$ cat src/rtl/freq_bcd_display.sv
// Frequency display stage: sequential double-dabble binary->BCD conversion of the
// latched count, followed by an 8-digit multiplexed seven-segment scan.
module freq_bcd_display #(
  parameter int SCAN_DIV = 62500,
  parameter bit BLANK_LZ = 1'b1
) (
  input  logic        clk,
  input  logic        rst_n,
  input  logic [26:0] freq_value,
  input  logic        freq_valid,
  output logic [7:0]  segments,
  output logic [7:0]  segments_bit,
  output logic        busy,
  output logic        overflow
);

  localparam int CW = (SCAN_DIV > 1) ? $clog2(SCAN_DIV) : 1;

  typedef enum logic [1:0] {IDLE, CONV, DONE} state_t;

  state_t        state_q;
  logic [26:0]   bin_q, pend_val_q;
  logic [35:0]   bcd_q, bcd_adj;
  logic [4:0]    cnt_q;
  logic          pend_q, busy_q, ovf_q;
  logic [31:0]   disp_q;

  logic [CW-1:0] scan_q, scan_d;
  logic [2:0]    idx_q, idx_d;
  logic [7:0]    seg_q, seg_d, sel_q;
  logic [3:0]    nib;
  logic          shown, wrap;

  always_comb begin
    bcd_adj = '0;
    for (int i = 0; i < 9; i++)
      bcd_adj[4*i +: 4] = (bcd_q[4*i +: 4] >= 4'd5) ? bcd_q[4*i +: 4] + 4'd3 : bcd_q[4*i +: 4];
  end

  always_ff @(posedge clk or negedge rst_n) begin
    if (!rst_n) begin
      state_q    <= IDLE;
      bin_q      <= '0;
      bcd_q      <= '0;
      cnt_q      <= '0;
      pend_q     <= 1'b0;
      pend_val_q <= '0;
      busy_q     <= 1'b0;
      ovf_q      <= 1'b0;
      disp_q     <= '0;
    end else begin
      case (state_q)
        IDLE: begin
          if (pend_q || freq_valid) begin
            bin_q   <= pend_q ? pend_val_q : freq_value;
            bcd_q   <= '0;
            cnt_q   <= 5'd27;
            busy_q  <= 1'b1;
            pend_q  <= 1'b0;
            state_q <= CONV;
          end
        end
        CONV: begin
          bcd_q <= {bcd_adj[34:0], bin_q[26]};
          bin_q <= {bin_q[25:0], 1'b0};
          cnt_q <= cnt_q - 5'd1;
          if (cnt_q == 5'd1) state_q <= DONE;
        end
        DONE: begin
          disp_q <= bcd_q[31:0];
          ovf_q  <= |bcd_q[35:32];
          if (pend_q) begin
            bin_q   <= pend_val_q;
            bcd_q   <= '0;
            cnt_q   <= 5'd27;
            pend_q  <= 1'b0;
            state_q <= CONV;
          end else begin
            busy_q  <= 1'b0;
            state_q <= IDLE;
          end
        end
        default: state_q <= IDLE;
      endcase
      // Any pulse that is not started immediately parks here; this overrides the consume above.
      if (freq_valid && (state_q != IDLE || pend_q)) begin
        pend_val_q <= freq_value;
        pend_q     <= 1'b1;
      end
    end
  end

  function automatic logic [7:0] dec7(input logic [3:0] d);
    case (d)
      4'd0: dec7 = 8'b00000011;
      4'd1: dec7 = 8'b10011111;
      4'd2: dec7 = 8'b00100101;
      4'd3: dec7 = 8'b00001101;
      4'd4: dec7 = 8'b10011001;
      4'd5: dec7 = 8'b01001001;
      4'd6: dec7 = 8'b01000001;
      4'd7: dec7 = 8'b00011111;
      4'd8: dec7 = 8'b00000001;
      4'd9: dec7 = 8'b00001001;
      default: dec7 = 8'hFF;
    endcase
  endfunction

  // Select and segment data are both computed from the next index so they flip together.
  always_comb begin
    wrap   = (scan_q == CW'(SCAN_DIV - 1));
    scan_d = wrap ? '0 : scan_q + 1'b1;
    idx_d  = wrap ? idx_q + 3'd1 : idx_q;
    nib    = disp_q[{idx_d, 2'b00} +: 4];
    shown  = !BLANK_LZ || (idx_d == 3'd0) || ((disp_q >> {idx_d, 2'b00}) != 32'd0);
    seg_d  = ovf_q ? 8'b11111101 : (shown ? dec7(nib) : 8'hFF);
  end

  always_ff @(posedge clk or negedge rst_n) begin
    if (!rst_n) begin
      scan_q <= '0;
      idx_q  <= '0;
      seg_q  <= 8'b00000011;
      sel_q  <= 8'b11111110;
    end else begin
      scan_q <= scan_d;
      idx_q  <= idx_d;
      seg_q  <= seg_d;
      sel_q  <= ~(8'b1 << idx_d);
    end
  end

  assign segments     = seg_q;
  assign segments_bit = sel_q;
  assign busy         = busy_q;
  assign overflow     = ovf_q;

endmodule

$ cat config.mk
export PLATFORM = sky130hd
export DESIGN_NAME = freq_bcd_display
export DESIGN_NICKNAME = d
export VERILOG_FILES = /design/src/rtl/freq_bcd_display.sv
export SDC_FILE = /design/constraint.sdc
export NUM_CORES = 1
export LEC_CHECK = 0
export CAP_MARGIN = 10
export CORE_MARGIN = 2
export CORE_UTILIZATION = 52
export DETAILED_ROUTE_END_ITERATION = 7
export PLACE_DENSITY = 0.7
export REMOVE_ABC_BUFFERS = 1
export SLEW_MARGIN = 0
export SYNTH_ARGS = -nofsm -noshare
export SYNTH_HDL_FRONTEND = slang
export SYNTH_SLANG_ARGS = --single-unit
export TNS_END_PERCENT = 1
$ cat constraint.sdc
create_clock -name clk -period 3.95 [get_ports clk]
set_clock_uncertainty 0.2 [all_clocks]
set_input_delay 0.79 -clock clk [delete_from_list [all_inputs] [get_ports clk]]
set_output_delay 0.79 -clock clk [all_outputs]
set_load 0.005 [all_outputs]
==> results of run 1 <==
==> cell families (layout without fill, tap and decap cells) <==
logic type	count (synthesis)	after routing	synth area share
and+or+nand+nor	258	258	0.132
AOI/OAI and AO/OA	222	222	0.150
DFF	166	166	0.453
muxes	116	116	0.159
buffers and inverters	91	131	0.0410
adders and majority gates	32	32	0.0436
xor gates and xnor gates	22	22	0.0210
other	1	1	0.000408
==> per-layer routing <==
layer	up-vias	wire length, um
li1	3289	-
met1	3299	8670
met2	125	8900
met3	27	802
met4	0	342
met5	-	0
==> cells in the mapped netlist (14+ instances only) <==
cell | instances | share of area
nor3_1 | 14 | 0.0076
a22oi_1 | 28 | 0.023
inv_1 | 36 | 0.015
xnor2_1 | 20 | 0.019
ha_1 | 32 | 0.044
o21ai_0 | 96 | 0.052
a22o_1 | 14 | 0.013
a21oi_1 | 35 | 0.019
nor2_1 | 59 | 0.024
nand2_1 | 119 | 0.049
clkbuf_1 | 33 | 0.013
mux2_2 | 88 | 0.11
dfrtp_1 | 158 | 0.43
==> final timing paths <==
kind / start / to / slack [ns]
worst max register to register: scan_q[0]$_DFF_PN0_ / segments[4]$_DFF_PN0_ / 0.46
worst min-delay path: rst_n / scan_q[9]$_DFF_PN0_ / 0.19
max in group asynchronous: rst_n / bcd_q[29]$_DFFE_PN0P_ / 2.45
worst max-delay path: scan_q[0]$_DFF_PN0_ / segments[4]$_DFF_PN0_ / 0.46
min in group clk: bin_q[1]$_DFFE_PN0P_ / bin_q[1]$_DFFE_PN0P_ / 0.28
worst min register to register: bin_q[1]$_DFFE_PN0P_ / bin_q[1]$_DFFE_PN0P_ / 0.28
==> state kept, by name, summed over array words and instances (netlist names) <==
name,count
state_q,2
scan_q,16
segments,7
segments_bit,8
pend_q,1
disp_q,32
bin_q,27
idx_q,3
bcd_q,36
cnt_q,5
busy,1
overflow,1
pend_val_q,27
==> power by group through the flow <==
stage,Sequential (uW),Clock (uW),Combinational (uW)
after floorplan,2330,0,1270
after global placement,2340,0,1830
after detailed placement,2350,0,1870
after CTS,2330,1650,1870
after global routing,2380,1720,2120
final,2330,1620,1850
==> area by class of cell <==
| type | instances | area share |
|---|---|---|
| clock inverters | 7 | 0.00947 |
| clock buffers | 23 | 0.0448 |
| well taps | 225 | 0.0270 |
| repair buffers | 63 | 0.0588 |
| flip-flops and latches | 166 | 0.399 |
| multi-input cells | 651 | 0.448 |
| inverters | 38 | 0.0137 |
==> per-stage QoR <==
step / instance area [sq um] / hold slack [ns] / instances / setup WS (ns) / power, uW
after floorplan: 8950 / 0.247 / 855 / -3.32 / 3600
after global routing: 10400 / 0.244 / 1173 / 0.135 / 6220
final: 10400 / 0.193 / 1173 / 0.458 / 5800
after global placement: 9880 / 0.262 / 1143 / 0.568 / 4180
after detailed placement: 9880 / 0.271 / 1143 / 0.479 / 4220
after CTS: 10400 / 0.212 / 1173 / 0.475 / 5850
==> impl_metrics.env, run 1 <==
export IMPL_path_buf_inv=2
export IMPL_comb_power_share=0.319
export IMPL_hold_class="primary input to async pin"
export IMPL_crit_required_ns=4.04
export IMPL_core_area_sq_um=17300
export IMPL_clock_path_buffers=2
export IMPL_cp_slowest_cell="mux2_4"
export IMPL_gp_congestion=0.870
export IMPL_synth_edff_count=0
export IMPL_power_leakage_uw=0.00445
export IMPL_fp_dieArea_sq_um=18700
export IMPL_use_met2=0.350
export IMPL_grt_pass1_vias=6639
export IMPL_grt_pass1_wl_um=32400
export IMPL_cts_htree_levels=4
export IMPL_postLayoutCoreUtil=0.604
export IMPL_ios=48
export IMPL_start_kind="flip-flop"
export IMPL_yosys_warnings=0
export IMPL_root_buffer="clkbuf_16"
export IMPL_clkTransAtPathRegs_ns=0.06
export IMPL_crit_arrival_ns=3.58
export IMPL_reg2reg_depth=13
export IMPL_cts_tree="done"
export IMPL_vias=6740
export IMPL_vdd_drop_max_uv=521
export IMPL_grtUsageTotal=0.218
export IMPL_slowest_delay_ns=0.45
export IMPL_critical_path_class="flip-flop to flip-flop"
export IMPL_p_sw_uw=1950
export IMPL_first_pass_iters=5
export IMPL_ys_flop_type="dfrtp_1"
export IMPL_start_util=0.531
export IMPL_setup_viol=0
export IMPL_grt_max_degree=75
export IMPL_synthArstFlopShare=1.00
export IMPL_synth_seq_area_share=0.453
export IMPL_switching_share=0.336
export IMPL_clk_latency_ns=0.43
export IMPL_p_seq_frac=0.402
export IMPL_grt_util_met1=0.289
export IMPL_drive_gt1_frac=0.179
export IMPL_antenna_cells=0
export IMPL_cp_num_cells=13
export IMPL_syn_area_sq_um=9190
export IMPL_cp_common_cell="ha_1"
export IMPL_layout_min_cycle_time_ns=3.49
export IMPL_grt_overflow=0
export IMPL_seq_area_sq_um=4160
export IMPL_antenna_found_initial=0
export IMPL_hold_viol=0
export IMPL_layout_commonest_cell="dfrtp_1"
export IMPL_postCtsHoldBufs=0
export IMPL_avgSynthCellArea_sq_um=10.1
export IMPL_antenna_left=0
export IMPL_fill_cells=1484
export IMPL_critical_path_top_delay_family="simple AND/OR/NAND/NOR gates"
export IMPL_dp_hpwl_um=12100
export IMPL_ys_ff_latch=166
export IMPL_nets=999
export IMPL_cts_resized=0
export IMPL_critical_path_cell_chain="ha_1 > and4bb_1 > nand4_2 > mux2_4 > o2bb2ai_2 > mux2i_4 > inv_2 > ha_1 > inv_1 > a311oi_1 > and4b_2 > a211oi_2 > a32oi_1"
export IMPL_grt_busiest_layer="met2"
export IMPL_wire_per_inst_um=16.0
export IMPL_via_per_inst=5.75
export IMPL_clock_fmax_ghz=0.286
export IMPL_power_density_nw_per_um2=555
export IMPL_cts_setup_buffers=0
export IMPL_final_max_slew_viol_count=0
export IMPL_drt_iter0_markers=411
export IMPL_gr_usage_met3=0.0574
export IMPL_cts_sinks=166
export IMPL_fin_crit_sh=0.884
export IMPL_multiInputGateArea_sq_um=4670
export IMPL_power_internal_uw=3850
export IMPL_end_kind="flip-flop"
export IMPL_relSlewSlack=0.269
export IMPL_io_buffers=46
export IMPL_ys_types=71
export IMPL_status="completed"
export IMPL_drcViolationCount=0
export IMPL_die_h_um=137
export IMPL_fp_dieW_um=137
export IMPL_numCtsBuffers=17
export IMPL_tightest_slew_ns=1.10
export IMPL_final_cell_mix="dfrtp_1 (158), nand2_1 (119), o21ai_0 (96), mux2_2 (88), nor2_1 (59)"
export IMPL_power_frac_clock=0.279
export IMPL_rows=48
export IMPL_finalWirelength_um=18700
export IMPL_setup_tns_ns=0
export IMPL_syn_to_final_growth_pct=13.7
export IMPL_drv_cap=0
export IMPL_crit_fanout=13
export IMPL_rsz0062_at_grt="no"
export IMPL_syn_inst=908
(Power assumes the default switching activity.)
==> inputs of run 2 (changes only) <==
- CORE_UTILIZATION: 52 -> 45
- PLACE_DENSITY: 0.7 -> 0.62
- SETUP_SLACK_MARGIN: unset -> 0.1
==> impl_metrics.env, run 2 (synthesized netlist as in run 1, its figures left out) <==
export IMPL_antenna_cells=0
export IMPL_cts_resized=0
export IMPL_rr_endpoint="segments[1]$_DFF_PN1_"
export IMPL_grt_busiest_layer="met2"
export IMPL_cts_htree_levels=4
export IMPL_syn_to_final_growth_pct=14.5
export IMPL_antenna_left=0
export IMPL_clock_fmax_ghz=0.301
export IMPL_end_kind="flip-flop"
export IMPL_antenna_found_initial=0
export IMPL_grtUsageTotal=0.190
export IMPL_status="completed"
export IMPL_vias=6709
export IMPL_gr_usage_met3=0.0534
export IMPL_core_area_sq_um=20100
export IMPL_cts_setup_buffers=0
export IMPL_first_pass_iters=5
export IMPL_fill_cells=1769
export IMPL_grt_overflow=0
export IMPL_numCtsBuffers=17
export IMPL_nets=1000
export IMPL_setup_viol=0
export IMPL_wire_per_inst_um=15.7
export IMPL_ios=48
export IMPL_reg2reg_depth=13
export IMPL_grt_util_met1=0.253
export IMPL_hold_viol=0
export IMPL_io_buffers=46
export IMPL_power_leakage_uw=0.00446
export IMPL_tightest_slew_ns=0.878
export IMPL_design_power_total_uw=5850
export IMPL_root_buffer="clkbuf_16"
export IMPL_rsz0062_at_grt="no"
export IMPL_critical_path_cell_chain="ha_1 > and4bb_1 > nand4_2 > buf_4 > mux2i_1 > mux2i_4 > inv_2 > ha_1 > inv_1 > a311oi_1 > and4b_2 > nor4_1 > nor4_1"
export IMPL_hold_class="primary input to async pin"
export IMPL_crit_fanout=9
export IMPL_vdd_drop_max_uv=330
export IMPL_reg_top3="bcd_q (36), disp_q (32)"
export IMPL_cp_slowest_cell="dfrtp_1"
export IMPL_hold_ws_ns=0.105
export IMPL_die_h_um=147
export IMPL_relSlewSlack=0.415
export IMPL_setup_tns_ns=0
export IMPL_largest_register="bcd_q"
export IMPL_cts_sinks=166
export IMPL_grt_pass1_wl_um=33300
export IMPL_crit_required_ns=4.08
export IMPL_via_per_inst=5.49
export IMPL_finalWirelength_um=19100
export IMPL_dp_hpwl_um=12500
export IMPL_fp_dieW_um=147
export IMPL_clkTransAtPathRegs_ns=0.06
export IMPL_layout_commonest_cell="dfrtp_1"
export IMPL_drive_gt1_frac=0.182
export IMPL_clock_path_buffers=2
export IMPL_final_max_slew_viol_count=0
export IMPL_power_density_nw_per_um2=556
export IMPL_drcViolationCount=0
export IMPL_postCtsHoldBufs=0
export IMPL_start_kind="flip-flop"
export IMPL_start_util=0.457
export IMPL_rows=52
export IMPL_critPathLaunch="scan_q[0]$_DFF_PN0_"
export IMPL_cts_tree="done"
export IMPL_layout_min_cycle_time_ns=3.32
export IMPL_crit_arrival_ns=3.45
export IMPL_fin_crit_sh=0.841
export IMPL_drv_cap=0
export IMPL_drt_iter0_markers=348
export IMPL_use_met2=0.308
export IMPL_largest_reg_flops=36
export IMPL_clk_latency_ns=0.43
export IMPL_grt_max_degree=87
export IMPL_gp_congestion=0.852
export IMPL_critical_path_class="flip-flop to flip-flop"
export IMPL_fp_dieArea_sq_um=21600
export IMPL_final_cell_mix="dfrtp_1 (158), nand2_1 (119), o21ai_0 (96), mux2_2 (88), nor2_1 (59)"
export IMPL_slowest_delay_ns=0.38
export IMPL_grt_pass1_vias=6720
export IMPL_r2r_start="scan_q[0]$_DFF_PN0_"
export IMPL_regToRegSetupSlack_ns=0.63
[run 2: stage by stage]
stage	std cells	cell area [sq um]	setup slack [ns]	utilization
floorplan	855	8950	-3.32	-
global placement	1189	9940	0.737	0.494
global route	1221	10500	0.374	0.523
finish	1221	10500	0.627	0.523
CTS	1221	10500	0.643	0.523
detailed placement	1189	9940	0.664	0.494
[run 2: routing by layer]
metal  wire length (um)  share of wire  vias to the layer above
met3               1010          0.053                       15
met4                212          0.011                        0
met2               8990           0.47                      141
met5                  0              0                        -
li1                   -              -                     3298
met1               8930           0.47                     3255
[run 2: critical path: cells and delay by family, from the launching register on]
kind	cells	cell delay, ns
and+or+nand+nor	5	1.14
muxes	2	0.46
adders and majority gates	2	0.43
buffers and inverters	3	0.42
DFF	1	0.38
AOI/OAI and AO/OA	1	0.20
[run 2: final cells by class]
class / count / area (sq um) / area share
Tap cell: 270 / 338 / 0.0321
Clock inverter: 8 / 97.6 / 0.00928
Multi-Input combinational cell: 651 / 4670 / 0.444
Timing Repair Buffer: 64 / 622 / 0.0591
Clock buffer: 24 / 482 / 0.0458
Inverter: 38 / 143 / 0.0136
Sequential cell: 166 / 4160 / 0.396
[run 2: how the worst max path moves through the flow]
stage / endpoint / slack [ns] / depth (start not counted)
after floorplan: bcd_q[11]$_DFFE_PN0P_ / -3.32 / 5
after global placement: segments[7]$_DFF_PN0_ / 0.74 / 12
after detailed placement: segments[1]$_DFF_PN1_ / 0.66 / 14
after CTS: segments[4]$_DFF_PN0_ / 0.64 / 14
after global routing: segments[6]$_DFF_PN0_ / 0.37 / 14
final: segments[1]$_DFF_PN1_ / 0.63 / 13
[run 2: report_power, final]
group | internal [uW] | leakage [uW] | switching (uW)
Sequential | 2080 | 0.00212 | 250
Clock | 979 | 0.000276 | 667
Combinational | 813 | 0.00207 | 1060
